--- src/rtl/pico_io_pkg.sv ---
// Shared constants and types for the board-test I/O conditioning blocks.
// Used by both the switch conditioner and its per-bit debounce slice.
package pico_io_pkg;

    localparam int SW_WIDTH          = 10;
    localparam int LED_WIDTH         = 8;
    localparam int SYNC_STAGES_DEF   = 2;
    localparam int STABLE_CYCLES_DEF = 4;

    typedef enum logic {IDLE, PENDING} filt_state_t;

    // Width of the per-bit filter counter; never narrower than one bit.
    function automatic int cnt_width(input int n);
        return (n <= 1) ? 1 : $clog2(n);
    endfunction

endpackage

--- src/rtl/sw_debounce_bit.sv ---
// One switch bit: synchroniser chain, consecutive-sample filter FSM,
// registered stable level and one-cycle rise/fall strobes.
module sw_debounce_bit
    import pico_io_pkg::*;
#(
    parameter int SYNC_STAGES   = SYNC_STAGES_DEF,
    parameter int STABLE_CYCLES = STABLE_CYCLES_DEF
) (
    input  logic clk,
    input  logic reset,
    input  logic raw,
    input  logic strobe_en,
    output logic stable,
    output logic rise,
    output logic fall
);

    localparam int            CW       = cnt_width(STABLE_CYCLES);
    localparam logic [CW-1:0] CNT_LAST = CW'(STABLE_CYCLES - 1);

    logic [SYNC_STAGES-1:0] sync;
    logic [CW-1:0]          cnt;
    filt_state_t            state;
    logic                   s;
    logic                   accept;

    assign s = sync[SYNC_STAGES-1];

    // IDLE always holds the counter at zero, so a differing sample there is
    // only accepted outright when a single sample is enough.
    always_comb begin
        accept = 1'b0;
        if (s != stable)
            accept = (state == IDLE) ? (CNT_LAST == '0) : (cnt == CNT_LAST);
    end

    always_ff @(posedge clk) begin
        if (reset) begin
            sync   <= '0;
            cnt    <= '0;
            state  <= IDLE;
            stable <= 1'b0;
            rise   <= 1'b0;
            fall   <= 1'b0;
        end else begin
            sync <= {sync[SYNC_STAGES-2:0], raw};
            rise <= 1'b0;
            fall <= 1'b0;
            if (accept) begin
                stable <= s;
                rise   <= s & strobe_en;
                fall   <= ~s & strobe_en;
                cnt    <= '0;
                state  <= IDLE;
            end else if (s != stable) begin
                cnt    <= cnt + 1'b1;
                state  <= PENDING;
            end else begin
                cnt    <= '0;
                state  <= IDLE;
            end
        end
    end

endmodule

--- src/rtl/sw_conditioner.sv ---
// Slide-switch conditioner feeding the processor SW input: per-bit debounce
// slices plus a post-reset settle counter that gates the edge strobes.
module sw_conditioner
    import pico_io_pkg::*;
#(
    parameter int WIDTH         = SW_WIDTH,
    parameter int SYNC_STAGES   = SYNC_STAGES_DEF,
    parameter int STABLE_CYCLES = STABLE_CYCLES_DEF
) (
    input  logic             clk,
    input  logic             reset,
    input  logic [WIDTH-1:0] sw_raw,
    output logic [WIDTH-1:0] sw_stable,
    output logic [WIDTH-1:0] sw_rise,
    output logic [WIDTH-1:0] sw_fall,
    output logic             sw_valid
);

    localparam int            SETTLE = SYNC_STAGES + STABLE_CYCLES;
    localparam int            SCW    = $clog2(SETTLE + 1);
    localparam logic [SCW-1:0] SETTLE_MAX  = SCW'(SETTLE);
    localparam logic [SCW-1:0] SETTLE_LAST = SCW'(SETTLE - 1);

    logic [SCW-1:0] settle_cnt;

    // Saturates at SETTLE so sw_valid stays high until the next reset.
    always_ff @(posedge clk) begin
        if (reset) begin
            settle_cnt <= '0;
            sw_valid   <= 1'b0;
        end else if (settle_cnt != SETTLE_MAX) begin
            settle_cnt <= settle_cnt + 1'b1;
            if (settle_cnt == SETTLE_LAST)
                sw_valid <= 1'b1;
        end
    end

    for (genvar i = 0; i < WIDTH; i++) begin : g_bit
        sw_debounce_bit #(
            .SYNC_STAGES  (SYNC_STAGES),
            .STABLE_CYCLES(STABLE_CYCLES)
        ) u_bit (
            .clk      (clk),
            .reset    (reset),
            .raw      (sw_raw[i]),
            .strobe_en(sw_valid),
            .stable   (sw_stable[i]),
            .rise     (sw_rise[i]),
            .fall     (sw_fall[i])
        );
    end

endmodule

--- config.mk ---
export PLATFORM = sky130hd
export DESIGN_NAME = sw_conditioner
export DESIGN_NICKNAME = d
export VERILOG_FILES = /design/src/rtl/pico_io_pkg.sv /design/src/rtl/sw_debounce_bit.sv /design/src/rtl/sw_conditioner.sv
export SDC_FILE = /design/constraint.sdc
export NUM_CORES = 1
export LEC_CHECK = 0
export ABC_AREA = 1
export ABC_CLOCK_PERIOD_IN_PS = 1300
export CAP_MARGIN = 10
export CELL_PAD_IN_SITES_DETAIL_PLACEMENT = 2
export CELL_PAD_IN_SITES_GLOBAL_PLACEMENT = 2
export CORE_AREA = 2 2 99 101
export CTS_BUF_LIST = sky130_fd_sc_hd__clkbuf_4 sky130_fd_sc_hd__clkbuf_8
export CTS_CLUSTER_DIAMETER = 100
export DETAILED_ROUTE_END_ITERATION = 8
export DIE_AREA = 0 0 101 103
export PLACE_DENSITY = 0.77
export SETUP_SLACK_MARGIN = 0.3
export SLEW_MARGIN = 20
export SYNTH_ARGS = -nofsm -noshare
export SYNTH_HDL_FRONTEND = slang
export SYNTH_SLANG_ARGS = --single-unit
export TNS_END_PERCENT = 50
--- constraint.sdc ---
create_clock -name clk -period 1.3 [get_ports clk]
set_input_delay 0.39 -clock clk [delete_from_list [all_inputs] [get_ports clk]]
set_output_delay 0.39 -clock clk [all_outputs]
set_load 0.1 [all_outputs]
==> results.yml <==
placed_design:
  dp_slack_ps: 99.7
  dp_cells: 486
  hpwl_um: 5010
  gp_congestion: 0.702
  place_area_mm2: 0.00372
  io_buffers: 42
detailed_routing:
  vias: 2279
  top_layer: "met4"
  wl_per_cell_um: 16.5
  drc_errors: 0
  vias_per_cell: 4.43
  detail-route-antenna-nets: 0
  wl_met1_um: 3300
  wl_met3_um: 188
  wl_um: 8490
  wl_met2_um: 4790
  first_pass_iters: 4
  drt-initial-drc-count: 18
die:
  ios: 43
  die_w_um: 101
  coreArea_mm2: 0.00946
  rows: 36
  start_util_pct: 32.7
  die_h_um: 103
  fp.dieArea_mm2: 0.0104
run_status:
  violations: "negative setup slack"
  status: "finished with violations"
timing:
  tns_ps: -26.8
  fin_crit_ps: 1320
  setup_violations: 5
  period_share_pct: 101
  finalHoldViolations: 0
  max_freq_mhz: 759
  rsz0062_at_grt: "true"
  tightest_slew_ps: 358
  finalClockSkew_ps: 8.11
  drv_slew: 0
  fin_ws_ps: -18.1
  holdWs_ps: 409
  slew_headroom_pct: 76.1
clock_network:
  cts_tree: "yes"
  ctsHtreeMaxLevel: 3
  cts_buffers: 9
  root_buffer: "clkbuf_8"
  clockBufferDepth: 2
  cts.sinks: 84
  clk_latency_ps: 370
  clkTransAtPathRegs_ps: 90
worst_hold_path:
  hold_start: "g_bit[0].u_bit.cnt[0]$_SDFF_PP0_"
  hp-class: "flip-flop to flip-flop"
  min_to: "g_bit[0].u_bit.cnt[0]$_SDFF_PP0_"
  hold_depth: 1
synthesis:
  netlist_top_cells_area: "dfxtp_1 54%, inv_1 8.3%, nor2_1 7.5%, buf_4 7.3%, nand2_1 6.7%"
  synth-seq-cells: 84
  synth_simple_gate_area_share_pct: 19.1
  ys_types: 25
  ys_warn_count: 0
  synth_area_leader_cell: "dfxtp_1"
  syn_area_per_cell_um2: 8.59
  ys_seq_area_share_pct: 54.4
  synth_top_area_share_pct: 54.4
  synth_fa_ha_area_share_pct: 5.26
  synth-compound-area-share_pct: 2.51
  synthXorXnorAreaFrac_pct: 1.13
  syn_area_mm2: 0.00309
  syn_inst: 360
  synthMuxAreaShare_pct: 0
  synth_ff_type: "dfxtp_1"
  async_flop_share_pct: 0
  synth_edf_count: 0
  synthesis.nets: 385
  synth_top_family_by_area: "simple AND/OR/NAND/NOR gates"
power:
  p_leak_uw: 0.00199
  seqPwrFrac_pct: 56.4
  power_frac_clock_pct: 38.5
  internal_power_uw: 3540
  power.density_mw_per_mm2: 1050
  p_comb_share_pct: 5.2
  ir_drop_v: 0.000553
  p_sw_share_pct: 25.0
  p_switching_uw: 1180
job:
  cap_violations: 0
setup_path:
  r2r-end: "g_bit[6].u_bit.rise$_SDFF_PP0_"
  slowest_stage: "dfxtp_2"
  crit_path_end_kind: "output pin"
  critical_path.startpoint: "g_bit[0].u_bit.fall$_SDFF_PP0_"
  slowest_delay_ps: 380
  cp_max_fo: 1
  crit_required_ps: 910
  path_cells: "buf_12"
  r2r_slack_ps: 260
  path_class: "flip-flop to output pin"
  crit_path_start_kind: "flip-flop"
  r2r_start: "g_bit[6].u_bit.sync[1]$_SDFF_PP0_"
  crit_arrival_ps: 930
  crit_family: "flip-flops"
  path_buf_inv: 1
  rr_worst_depth: 3
final_layout:
  layout_common_cells: "53 x inv_1, 50 x nor2_1, 41 x dfxtp_1"
  layout_commonest_cell: "inv_1"
  n_fill_cell: 977
  seqCellArea_mm2: 0.00177
  diodes: 0
  stdcell_count: 515
  final_area_mm2: 0.00451
  drive_gt1_share_pct: 49.9
  finalNetCount: 421
  syn_to_final_growth_pct: 46.0
  multiInputGateArea_mm2: 0.00128
grt:
  antenna_found_initial: 0
  grt_pass1_vias: 2544
  grt_pass1_wl_um: 12100
  grt_max_degree: 15
  grt_use_total_pct: 15.4
  grt-ovfl-total: 0
## Yosys cell counts, types with 2 or more instances
| master | instances |
|---|---|
| nand2_2 | 2 |
| nand3_1 | 13 |
| ha_1 | 13 |
| nor3_1 | 3 |
| xor2_1 | 4 |
| dfxtp_1 | 84 |
| a21oi_1 | 8 |
| nor2_4 | 2 |
| nor2_1 | 62 |
| inv_1 | 68 |
| buf_4 | 30 |
| nand2_1 | 55 |
| buf_6 | 3 |
| o21ai_0 | 2 |
## cell families (layout without fill, tap and decap cells)
kind of cell | count (synthesis) | count (layout)
simple gates | 141 | 141
xor+xnor | 4 | 4
fa+ha+maj | 13 | 13
flops | 84 | 84
compound gates | 14 | 14
buf+inv | 104 | 145
## power groups by stage
stage / combinational, uW / sequential (uW) / clock [uW]
floorplan: 119 / 2720 / 0
global placement: 177 / 2720 / 0
detailed placement: 190 / 2720 / 0
CTS: 202 / 2650 / 1860
global route: 274 / 2670 / 1980
finish: 243 / 2660 / 1820
## per-layer routing
metal | global-route usage [%] | vias up
met5 | 0 | -
met4 | 6.24 | 0
met3 | 3.73 | 14
met2 | 29.8 | 37
met1 | 15.9 | 1125
li1 | - | 1103
## how the worst max path moves through the flow
stage	to	depth (start not counted)	slack [ps]
floorplan	sw_stable[9]	1	280
global placement	g_bit[2].u_bit.sync[1]$_SDFF_PP0_	4	170
detailed placement	g_bit[5].u_bit.cnt[0]$_SDFF_PP0_	5	100
CTS	sw_valid	1	-10
global route	sw_fall[0]	1	-40
finish	sw_fall[0]	1	-20
## layout make-up
class                      instances  area share [%]
tap                              114            3.16
multi-input combinational        172            28.4
clock inverter                     4           0.721
clock buffer                      12            3.52
inverter                          70            6.21
sequential                        84            39.1
timing repair buffer              59            18.9
## through the flow
step | utilization, % | total power [uW]
final | 47.7 | 4720
after global routing | 47.7 | 4920
after CTS | 43.9 | 4710
after detailed placement | 39.3 | 2910
after global placement | 39.3 | 2900
after floorplan | - | 2840
## repair_timing
item | CTS | global route
resized for setup | 76 | 96
pin swaps | 14 | 41
endpoints found under the hold margin | 0 | 0
endpoints found under the setup margin | 55 | 88
hold buffers | 0 | 0
setup buffers | 11 | 2
## flip-flops by register name, indices dropped and copies added, names as in the netlist
register and flops:
g_bit.u_bit.cnt 20, g_bit.u_bit.sync 20, g_bit.u_bit.fall 10, g_bit.u_bit.rise 10, g_bit.u_bit.stable 10, g_bit.u_bit.state 10
settle_cnt 3, sw_valid 1
Note: power is estimated with default switching activity, not from simulation.
